`src/rtl/alu_seq.sv`:
```
// Clocked 4-mode ALU (add, multiply, decrement A, pass B) with a start/busy/done handshake.
// Define ALU_SEQ_FLAGS_EN to add the registered o_zero/o_ovf result flags.
module alu_seq #(
   parameter int unsigned WIDTH = 8
) (
   input  logic                 i_clk,
   input  logic                 i_rst,
   input  logic                 i_start,
   input  logic [WIDTH-1:0]     i_A,
   input  logic [WIDTH-1:0]     i_B,
   input  logic [1:0]           i_mode,
   output logic                 o_busy,
   output logic                 o_done,
`ifdef ALU_SEQ_FLAGS_EN
   output logic                 o_zero,
   output logic                 o_ovf,
`endif
   output logic [2*WIDTH-1:0]   o_out
);

   localparam int unsigned RW    = 2 * WIDTH;
   localparam int unsigned CNT_W = $clog2(WIDTH + 1);

   localparam logic [1:0] MODE_ADD  = 2'b00;
   localparam logic [1:0] MODE_MUL  = 2'b01;
   localparam logic [1:0] MODE_DEC  = 2'b10;
   localparam logic [1:0] MODE_PASS = 2'b11;

   typedef enum logic {
      ST_IDLE = 1'b0,
      ST_MUL  = 1'b1
   } state_e;

   state_e             state_q, state_d;
   logic [RW-1:0]      mcand_q, mcand_d;
   logic [WIDTH-1:0]   mplier_q, mplier_d;
   logic [CNT_W-1:0]   cnt_q, cnt_d;
   logic [RW-1:0]      acc_q, acc_d;
   logic [RW-1:0]      out_q, out_d;
   logic               done_q, done_d;
   logic               busy_q, busy_d;
   logic [RW-1:0]      acc_sum_c;

   // One shift-add step: accumulate the shifted multiplicand when the multiplier LSB is set
   assign acc_sum_c = acc_q + (mplier_q[0] ? mcand_q : '0);

   // Next-state and datapath
   always_comb begin
      state_d  = state_q;
      mcand_d  = mcand_q;
      mplier_d = mplier_q;
      cnt_d    = cnt_q;
      acc_d    = acc_q;
      out_d    = out_q;
      done_d   = 1'b0;
      busy_d   = busy_q;

      case (state_q)
         ST_IDLE: begin
            if (i_start) begin
               case (i_mode)
                  MODE_ADD: begin
                     out_d  = RW'(i_A) + RW'(i_B);
                     done_d = 1'b1;
                  end
                  MODE_MUL: begin
                     mcand_d  = RW'(i_A);
                     mplier_d = i_B;
                     cnt_d    = CNT_W'(WIDTH);
                     acc_d    = '0;
                     busy_d   = 1'b1;
                     state_d  = ST_MUL;
                  end
                  MODE_DEC: begin
                     out_d  = RW'(i_A) - RW'(1);
                     done_d = 1'b1;
                  end
                  MODE_PASS: begin
                     out_d  = RW'(i_B);
                     done_d = 1'b1;
                  end
                  default: ;
               endcase
            end
         end
         ST_MUL: begin
            acc_d    = acc_sum_c;
            mcand_d  = mcand_q << 1;
            mplier_d = mplier_q >> 1;
            cnt_d    = cnt_q - CNT_W'(1);
            // Final step: publish the sum including this edge's partial product
            if (cnt_q == CNT_W'(1)) begin
               out_d   = acc_sum_c;
               done_d  = 1'b1;
               busy_d  = 1'b0;
               state_d = ST_IDLE;
            end
         end
         default: begin
            state_d = ST_IDLE;
            busy_d  = 1'b0;
         end
      endcase
   end

   always_ff @(posedge i_clk or posedge i_rst) begin
      if (i_rst) begin
         state_q  <= ST_IDLE;
         mcand_q  <= '0;
         mplier_q <= '0;
         cnt_q    <= '0;
         acc_q    <= '0;
         out_q    <= '0;
         done_q   <= 1'b0;
         busy_q   <= 1'b0;
      end else begin
         state_q  <= state_d;
         mcand_q  <= mcand_d;
         mplier_q <= mplier_d;
         cnt_q    <= cnt_d;
         acc_q    <= acc_d;
         out_q    <= out_d;
         done_q   <= done_d;
         busy_q   <= busy_d;
      end
   end

   assign o_out  = out_q;
   assign o_done = done_q;
   assign o_busy = busy_q;

`ifdef ALU_SEQ_FLAGS_EN
   logic zero_q, zero_d;
   logic ovf_q, ovf_d;

   // Flags track the result being written this edge
   always_comb begin
      zero_d = zero_q;
      ovf_d  = ovf_q;
      if (done_d) begin
         zero_d = (out_d == '0);
         ovf_d  = |out_d[RW-1:WIDTH];
      end
   end

   always_ff @(posedge i_clk or posedge i_rst) begin
      if (i_rst) begin
         zero_q <= 1'b0;
         ovf_q  <= 1'b0;
      end else begin
         zero_q <= zero_d;
         ovf_q  <= ovf_d;
      end
   end

   assign o_zero = zero_q;
   assign o_ovf  = ovf_q;
`endif

endmodule

```
`config.mk`:
```
export PLATFORM = sky130hd
export DESIGN_NAME = alu_seq
export DESIGN_NICKNAME = d
export VERILOG_FILES = /design/src/rtl/alu_seq.sv
export SDC_FILE = /design/constraint.sdc
export NUM_CORES = 1
export LEC_CHECK = 0
export BUFFER_PORTS_ARGS = -buffer_cell sky130_fd_sc_hd__buf_2
export CAP_MARGIN = 20
export CORE_AREA = 2 2 90 110
export CTS_CLUSTER_DIAMETER = 80
export DETAILED_ROUTE_END_ITERATION = 8
export DIE_AREA = 0 0 92 112
export SLEW_MARGIN = 20
export SYNTH_ARGS = -nofsm -noshare
export SYNTH_HDL_FRONTEND = slang
export SYNTH_SLANG_ARGS = --single-unit
```
`constraint.sdc`:
```
create_clock -name i_clk -period 2.4 [get_ports i_clk]
set_clock_uncertainty 0.1 [all_clocks]
set_input_delay 0.12 -clock i_clk [delete_from_list [all_inputs] [get_ports i_clk]]
set_output_delay 0.12 -clock i_clk [all_outputs]
set_load 0.02 [all_outputs]
```
==> flow_summary.yaml, run 1 <==
run_status:
  outcome: "finished, violations left"
  violations: "negative setup slack"
logic_synthesis:
  synth_cells: 441
  synth_area_leaders: "dfrtp_1, ha_1, a21oi_1, a22o_1, nand2_1"
  synth_area_per_cell_sq_um: 9.246
  synth.largest_area_cell: "dfrtp_1"
  synth_top_flop_cell: "dfrtp_1"
  synth_most_common_cell: "dfrtp_1"
  synth_fp_nets: 490
  async_flop_share_pct: 100.0
  ys_ff_latch: 63
  synthTopCellsByCount: "dfrtp_1, nand2_1, a21oi_1, ha_1, inv_1"
  yosysUniqueCellTypes: 61
  ys_seq_area_share_pct: 38.66
  synth-edff-count: 0
  synth_top_area_share_pct: 38.66
  netlist_area_sq_um: 4078
  yosysWarningCount: 0
worst_setup_path:
  cp_top_family: "simple AND/OR/NAND/NOR gates"
  cp_slowest_cell: "or3_1"
  crit_buf_inv: 1
  max_stage_delay_ns: 0.45
  critPathKind: "reg -> reg"
  path_max_fanout: 10
  required_ns: 2.54
  crit_chain: "buf_4 > and2_1 > ha_2 > o21a_1 > a21oi_2 > or3_1 > and4_1 > nor3_1"
  critPathLaunchType: "flop"
  end_kind: "flop"
  arrival_ns: 2.61
placement:
  hpwl_mm: 8.971
  gp_congestion: 0.8831
  io_buffers: 38
  place_inst: 635
die:
  start_util_pct: 43.98
  core-area_sq_um: 9271
  num_io_pins: 39
  die_w_microns: 92
  die_area_sq_um: 10300
  die_h_microns: 112
  rows: 39
drt:
  drt-vias-per-instance: 5.883
  wl_mm: 12.01
  vias: 3906
  antenna_left: 0
  drc_errors: 0
  dr.pass1.iters: 8
  drt-initial-drc-count: 231
  wl_per_cell_microns: 18.09
cells_and_area:
  drive_gt1_share_pct: 27.36
  antennaDiodeCount: 0
  final_cell_count_no_fill: 664
  postLayoutCoreUtil_pct: 57.17
  syn_to_final_growth_pct: 29.98
  nets: 585
  num-fill-cells: 857
timing:
  worst-slew-pin-transition_ns: 0.5367
  final_max_slew_viol_count: 0
  setup_viol: 5
  hold_violations: 0
  fmax_mhz: 404.4
  fin_crit_sh_pct: 103.0
  setup_slack_ns: -0.07270
  max_slew_margin_pct: 63.89
  period_minus_slack_ns: 2.473
  rsz0062_at_grt: "yes"
global_route:
  grt_first_pass_wirelength_mm: 19.41
  grt-ovfl-total: 0
  grt_pass1_vias: 3856
  grt_max_degree: 37
  antenna_found_initial: 0
  grt_usage_pct: 24.11
power_and_ir_drop:
  ir_drop_v: 0.0004601
  p_sw_mw: 2.332
  p_comb_share_pct: 48.5
  p_int_mw: 3.459
  p_leak_nw: 2.567
  pwr-share-clk_pct: 20.2
  swShare_pct: 40.27
  fin_total_pwr_mw: 5.791
  powerDensity_nw_per_um2: 1093
  power_frac_seq_pct: 31.3
clock_tree:
  clkTransAtPathRegs_ns: 0.05
  cts_buffers: 9
  cts_buffer_depth: 2
  cts_sinks: 63
  cts_tree: "built"
  clk-insertion-delay-late_ns: 0.33
  cts_max_level: 3
  cts_root_buf: "clkbuf_16"
min_path:
  hold_path.class: "in -> reg"
job:
  maxCapViolCount: 0
[cells by family (layout without fill, tap and decap cells)]
| group | count (synthesis) | after routing | synth area share [%] |
|---|---|---|---|
| buffers and inverters | 48 | 148 | 4.449 |
| xor gates and xnor gates | 12 | 12 | 2.577 |
| muxes | 3 | 3 | 0.7365 |
| DFF | 63 | 63 | 38.66 |
| AOI/OAI and AO/OA | 151 | 151 | 27.06 |
| adders and majority gates | 28 | 28 | 8.960 |
| and+or+nand+nor | 136 | 136 | 17.55 |
[timing repair]
item	4_1_cts	5_1_grt
gates resized for setup	11	20
hold endpoints to repair	69	0
pin swaps	9	13
endpoints found under the setup margin	13	19
buffers inserted	3	3
hold buffers	7	0
[tightest hold or removal path: stages]
cell      delay (ns)
buf_2           0.13
a222oi_1        0.09
inv_1           0.05
[state kept, by name (all words and copies together) (netlist names)]
signal and cells:
acc_q 16, o_out 16, state_q 1, o_done 1, o_busy 1, mcand_q 16
mplier_q 8, cnt_q 4
[per-layer routing]
layer	global-route usage, %	share of wire, %	vias up
li1	-	-	1855
met1	29.09	42	1927
met2	40.69	52	99
met3	4.736	3.3	25
met4	12.44	2.9	0
met5	0	0	-
[final cells by class]
cell class | instances | area, sq um | share of cell area [%]
clock buffers | 12 | 246.5 | 4.651
clock inverters | 4 | 22.52 | 0.4249
inverters | 26 | 97.59 | 1.841
multi-input cells | 330 | 2467 | 46.55
flip-flops and latches | 63 | 1578 | 29.77
well taps | 123 | 153.9 | 2.904
repair buffers | 106 | 734.5 | 13.86
[placed cells by master (no fill, tap or decap), types with 6 or more instances in the layout]
master / synthesis / layout
dfrtp_1: 63 / 62
buf_4: 0 / 59
buf_2: 1 / 38
nand2_1: 36 / 36
inv_1: 26 / 25
a21oi_1: 28 / 22
nor2_1: 23 / 22
ha_1: 26 / 19
a22o_1: 16 / 16
o21ai_0: 21 / 15
and2_1: 16 / 15
a222oi_1: 13 / 13
o211ai_1: 11 / 11
nand3_1: 10 / 10
a31oi_1: 9 / 9
a21o_1: 9 / 9
clkbuf_16: 0 / 9
xor2_1: 7 / 7
dlygate4sd3_1: 0 / 7
nor3_1: 7 / 6
a21oi_2: 0 / 6
[path summary, 6_finish.rpt]
kind | from | to | slack (ns) | cells past startpoint
setup / recovery | mplier_q[0]$_DFFE_PP0P_ | o_out[14]$_DFFE_PP0P_ | -0.07 | 8
hold / removal | i_B[2] | mplier_q[2]$_DFFE_PP0P_ | 0.003 | 3
setup reg to reg | mplier_q[0]$_DFFE_PP0P_ | o_out[14]$_DFFE_PP0P_ | -0.07 | 8
hold reg to reg | cnt_q[3]$_DFFE_PP0P_ | cnt_q[3]$_DFFE_PP0P_ | 0.37 | 1
max in group asynchronous | i_rst | acc_q[7]$_DFFE_PP0P_ | 1.52 | 4
min in group asynchronous | i_rst | acc_q[8]$_DFFE_PP0P_ | 0.14 | 3
[power groups by stage]
stage	clock [mW]	sequential (mW)	combinational [mW]
2_1_floorplan	0	1.90	1.54
3_3_place_gp	0	1.80	2.63
3_5_place_dp	0	1.81	2.67
4_1_cts	1.20	1.81	2.74
5_1_grt	1.25	1.86	3.08
6_report	1.17	1.81	2.81
[metrics by stage]
step / hold WS [ns] / setup TNS, ns / instance area (sq um) / setup WS, ns
6_report: 0.003267 / -0.2173 / 5300 / -0.07270
5_1_grt: 0.01608 / -1.086 / 5300 / -0.1677
4_1_cts: 0.00009553 / -0.07466 / 5214 / -0.04085
3_5_place_dp: -0.06213 / -0.5783 / 4782 / -0.1170
3_3_place_gp: -0.06477 / -0.4715 / 4782 / -0.08979
2_1_floorplan: 0.1453 / -0.1010 / 4099 / -0.1010
No activity file was read; power rests on OpenSTA's default activity.
==> run 2, diff against run 1 <==
Settings changed: PLACE_DENSITY_LB_ADDON from default to 0.3.
==> flow_summary.yaml, run 2 (synthesized netlist as in run 1, its figures left out) <==
worst_setup_path:
  arrival_ns: 2.51
  regToRegSetupSlack_ns: 0.002
  reg2regPathDepth: 8
  end_kind: "flop"
  critPathLaunchType: "flop"
  reg2reg_to: "acc_q[12]$_DFFE_PP0P_"
  path_max_fanout: 6
  required_ns: 2.52
  rr_startpoint: "mplier_q[0]$_DFFE_PP0P_"
  critPathKind: "reg -> reg"
drt:
  wl_mm: 11.56
  drc_errors: 0
  antenna_left: 0
  wl_per_cell_microns: 17.95
  drt-initial-drc-count: 304
  drt-vias-per-instance: 5.963
  dr.pass1.iters: 5
  vias: 3840
cells_and_area:
  final_area_sq_um: 5278
  antennaDiodeCount: 0
  layout_common_cells: "dfrtp_1, buf_2, buf_4"
  final_common_cell: "dfrtp_1"
  nets: 565
  drive_gt1_share_pct: 27.26
  syn_to_final_growth_pct: 29.43
clock_tree:
  cts_buffer_depth: 2
  cts_sinks: 63
  clk-insertion-delay-late_ns: 0.33
  cts_root_buf: "clkbuf_16"
  cts_max_level: 3
  cts_buffers: 9
  cts_tree: "built"
  clkTransAtPathRegs_ns: 0.05
die:
  die_h_microns: 112
  start_util_pct: 43.98
  die_area_sq_um: 10300
  die_w_microns: 92
  core-area_sq_um: 9271
  rows: 39
  num_io_pins: 39
min_path:
  holdPathStages: 3
  hold_path.class: "in -> reg"
  worstHoldStart: "i_B[1]"
  holdPathEnd: "mplier_q[1]$_DFFE_PP0P_"
power_and_ir_drop:
  p_int_mw: 3.521
  ir_drop_v: 0.0006306
  powerDensity_nw_per_um2: 1115
  power_frac_seq_pct: 31.2
  p_leak_nw: 2.475
  swShare_pct: 40.17
  p_sw_mw: 2.364
  pwr-share-clk_pct: 22.3
  p_comb_share_pct: 46.4
global_route:
  grt_usage_pct: 22.91
  grt_max_degree: 42
  grt-ovfl-total: 0
  grt_use_met1_pct: 27.87
  use_met2_pct: 39.71
  grt_pass1_vias: 3805
  grtUsageMet3_pct: 3.857
  grt_first_pass_wirelength_mm: 18.67
  grt_busiest_layer: "met2"
  antenna_found_initial: 0
timing:
  timing.hold.ws_ns: 0.004162
  period_minus_slack_ns: 2.398
  fin_crit_sh_pct: 99.92
  worst-slew-pin-transition_ns: 0.6192
  hold_violations: 0
  setup_viol: 0
  fmax_mhz: 417.0
  final_max_slew_viol_count: 0
  rsz0062_at_grt: "yes"
  max_slew_margin_pct: 58.66
placement:
  place_area_sq_um: 4639
  gp_congestion: 0.8826
  hpwl_mm: 8.364
  io_buffers: 38
job:
  maxCapViolCount: 0
run_status:
  outcome: "complete, no violations"
## run 2: layout make-up
class                      count  area, sq um
inverter                      26        97.59
clock buffer                  10        239.0
tap                          123        153.9
timing repair buffer          86        588.1
sequential                    63         1579
clock inverter                 6        60.06
fill                         830         3994
multi-input combinational    330         2560
## run 2: how the worst max path moves through the flow
stage / slack, ns / cells past startpoint / start / to
6_report: 0.002 / 8 / mplier_q[0]$_DFFE_PP0P_ / acc_q[12]$_DFFE_PP0P_
5_1_grt: -0.11 / 10 / mplier_q[0]$_DFFE_PP0P_ / o_out[15]$_DFFE_PP0P_
4_1_cts: -0.02 / 10 / mplier_q[0]$_DFFE_PP0P_ / o_out[15]$_DFFE_PP0P_
3_5_place_dp: -0.18 / 8 / mplier_q[0]$_DFFE_PP0P_ / acc_q[12]$_DFFE_PP0P_
3_3_place_gp: -0.13 / 8 / mplier_q[0]$_DFFE_PP0P_ / acc_q[12]$_DFFE_PP0P_
2_1_floorplan: -0.10 / 9 / mplier_q[0]$_DFFE_PP0P_ / acc_q[12]$_DFFE_PP0P_
## run 2: routing by layer
metal	share of wire (%)	up-vias
met5	0	-
met4	3.4	0
met3	4.0	31
met2	52	116
met1	41	1872
li1	-	1821
## run 2: metrics by stage
step | TNS (ns) | util (%) | power (mW) | worst slack, ns | cells
final | 0 | 56.92 | 5.885 | 0.001987 | 644
after global routing | -0.5761 | 56.92 | 6.245 | -0.1053 | 644
after CTS | -0.02780 | 55.28 | 5.738 | -0.02290 | 641
after detailed placement | -1.243 | 50.04 | 4.334 | -0.1792 | 616
after global placement | -0.5144 | 50.04 | 4.251 | -0.1265 | 616
after floorplan | -0.1010 | - | 3.446 | -0.1010 | 441
## run 2: timing repair
item	4_1_cts	5_1_grt
setup buffers	2	3
hold buffers	7	0
hold endpoints to repair	32	0
pin swaps	13	18
resized for setup	22	25
setup endpoints to repair	13	14
## run 2: power groups by stage
stage	combinational, mW	clock, mW	sequential [mW]
3_5_place_dp	2.51	0	1.83
5_1_grt	2.99	1.37	1.89
6_report	2.73	1.31	1.84
4_1_cts	2.59	1.33	1.83
3_3_place_gp	2.44	0	1.81
2_1_floorplan	1.54	0	1.90
## run 2: worst max-delay path, stage by stage (launching register included)
cell	delay [ns]
dfrtp_2	0.43
and2_4	0.17
ha_4	0.15
fa_2	0.37
a21oi_2	0.15
o211a_1	0.20
nor4b_2	0.07
or4_1	0.39
a32o_1	0.23
==> run 3, diff against run 2 <==
Settings changed: CELL_PAD_IN_SITES_DETAIL_PLACEMENT from default to 1, CELL_PAD_IN_SITES_GLOBAL_PLACEMENT from default to 1, CORE_AREA 2 2 90 110 to 2 2 92 112, CTS_BUF_LIST from default to sky130_fd_sc_hd__clkbuf_8, DIE_AREA 0 0 92 112 to 0 0 94 114, PLACE_DENSITY from default to 0.82, PLACE_DENSITY_LB_ADDON 0.3 to default.
==> flow_summary.yaml, run 3 (synthesized netlist as in run 1, its figures left out) <==
run_status:
  outcome: "finished, violations left"
  violations: "negative setup slack"
drt:
  wl_per_cell_microns: 20.23
  vias: 4052
  drt-vias-per-instance: 6.021
  drc_errors: 0
  dr.pass1.iters: 7
  drt-initial-drc-count: 198
  wl_mm: 13.61
  antenna_left: 0
global_route:
  antenna_found_initial: 0
  grt_usage_pct: 25.74
  use_met2_pct: 49.10
  grt_busiest_layer: "met2"
  grt_first_pass_wirelength_mm: 21.25
  grt-ovfl-total: 0
  grt_max_degree: 64
  grt_use_met1_pct: 27.59
  grtUsageMet3_pct: 5.020
  grt_pass1_vias: 4298
timing:
  fin_crit_sh_pct: 103.9
  max_slew_margin_pct: 43.66
  fmax_mhz: 400.9
  setup_slack_ns: -0.09422
  period_minus_slack_ns: 2.494
  rsz0062_at_grt: "yes"
  final_max_slew_viol_count: 0
  worst-slew-pin-transition_ns: 0.8452
  hold_violations: 0
  setup_viol: 9
placement:
  place_ws_ns: -0.1981
  place_area_sq_um: 4751
  io_buffers: 38
  hpwl_mm: 9.559
  gp_congestion: 0.9061
die:
  core-area_sq_um: 9759
  num_io_pins: 39
  die_area_sq_um: 10720
  die_h_microns: 114
  start_util_pct: 41.78
  die_w_microns: 94
  rows: 40
worst_setup_path:
  crit_chain: "and2_4 > ha_4 > fa_2 > a21oi_2 > o211a_1 > nor4b_2 > or4_1 > a32o_1"
  required_ns: 2.56
  arrival_ns: 2.65
  end_kind: "flop"
  reg2reg_to: "acc_q[12]$_DFFE_PP0P_"
  path_max_fanout: 7
  crit_buf_inv: 0
  critPathKind: "reg -> reg"
  cp_top_family: "simple AND/OR/NAND/NOR gates"
  max_stage_delay_ns: 0.47
  rr_startpoint: "mplier_q[0]$_DFFE_PP0P_"
  critPathLaunchType: "flop"
  regToRegSetupSlack_ns: -0.09
  cp_slowest_cell: "or4_1"
  reg2regPathDepth: 8
job:
  maxCapViolCount: 0
clock_tree:
  clk-insertion-delay-late_ns: 0.37
  cts_buffer_depth: 2
  cts_buffers: 9
  clkTransAtPathRegs_ns: 0.07
  cts_tree: "built"
  cts_max_level: 3
  cts_sinks: 63
  cts_root_buf: "clkbuf_8"
cells_and_area:
  num-fill-cells: 1115
  drive_gt1_share_pct: 29.98
  final_common_cell: "dfrtp_1"
  regArea_sq_um: 1579
  postLayoutCoreUtil_pct: 55.14
  multi_input_area_sq_um: 2562
  antennaDiodeCount: 0
  layout_common_cells: "dfrtp_1, buf_4, buf_2"
  syn_to_final_growth_pct: 31.97
  final_area_sq_um: 5381
  nets: 591
power_and_ir_drop:
  powerDensity_nw_per_um2: 1062
  p_leak_nw: 2.556
  ir_drop_v: 0.0006265
min_path:
  holdPathStages: 3
  holdPathEnd: "mcand_q[1]$_DFFE_PP0P_"
  hold_path.class: "in -> reg"
  worstHoldStart: "i_A[1]"
run 3: worst max-delay path by stage:
stage	startpoint	end	slack (ns)	cells after the start
after detailed placement	mplier_q[0]$_DFFE_PP0P_	o_out[9]$_DFFE_PP0P_	-0.20	7
after floorplan	mplier_q[0]$_DFFE_PP0P_	acc_q[12]$_DFFE_PP0P_	-0.10	9
after global placement	mplier_q[0]$_DFFE_PP0P_	o_out[9]$_DFFE_PP0P_	-0.09	7
after CTS	mplier_q[0]$_DFFE_PP0P_	acc_q[12]$_DFFE_PP0P_	-0.1	8
final	mplier_q[0]$_DFFE_PP0P_	acc_q[12]$_DFFE_PP0P_	-0.09	8
after global routing	mplier_q[0]$_DFFE_PP0P_	o_out[11]$_DFFE_PP0P_	-0.16	8
run 3: metrics by stage:
| stage | std cells | hold slack (ns) | power (mW) | setup TNS [ns] |
|---|---|---|---|---|
| 6_report | 673 | 0.02432 | 5.716 | -0.3290 |
| 5_1_grt | 673 | 0.04354 | 6.091 | -1.580 |
| 4_1_cts | 668 | 0.006580 | 5.532 | -0.3281 |
| 3_5_place_dp | 635 | 0.2915 | 4.493 | -1.717 |
| 3_3_place_gp | 635 | 0.2834 | 4.360 | -0.4025 |
| 2_1_floorplan | 441 | 0.1453 | 3.446 | -0.1010 |
run 3: layout make-up:
cell class | instances | area share [%]
well taps | 126 | 2.930
repair buffers | 112 | 14.76
multi-input cells | 330 | 47.62
clock inverters | 6 | 0.9765
flip-flops and latches | 63 | 29.34
inverters | 26 | 1.814
clock buffers | 10 | 2.558
run 3: per-layer routing:
layer | vias up | share of wire (%)
met2 | 85 | 56
met3 | 24 | 3.3
li1 | 1868 | -
met5 | - | 0
met1 | 2075 | 38
met4 | 0 | 2.5
run 3: timing repair:
action / CTS / global route
hold endpoints to repair: 77 / 0
endpoints found under the setup margin: 18 / 19
pin swaps: 11 / 19
hold buffers: 15 / 0
resized for setup: 14 / 38
setup buffers: 2 / 5
run 3: worst min-delay path, delay by kind of cell:
kind                   cells  cell delay, ns
buffers and inverters      2            0.23
AOI/OAI and AO/OA          1            0.10
run 3: where the power goes:
group          switching [mW]  internal, mW  total [mW]
Sequential              0.362          1.49        1.85
Clock                   0.436         0.495       0.930
Combinational            1.65          1.29        2.93
Total                    2.44          3.27        5.72
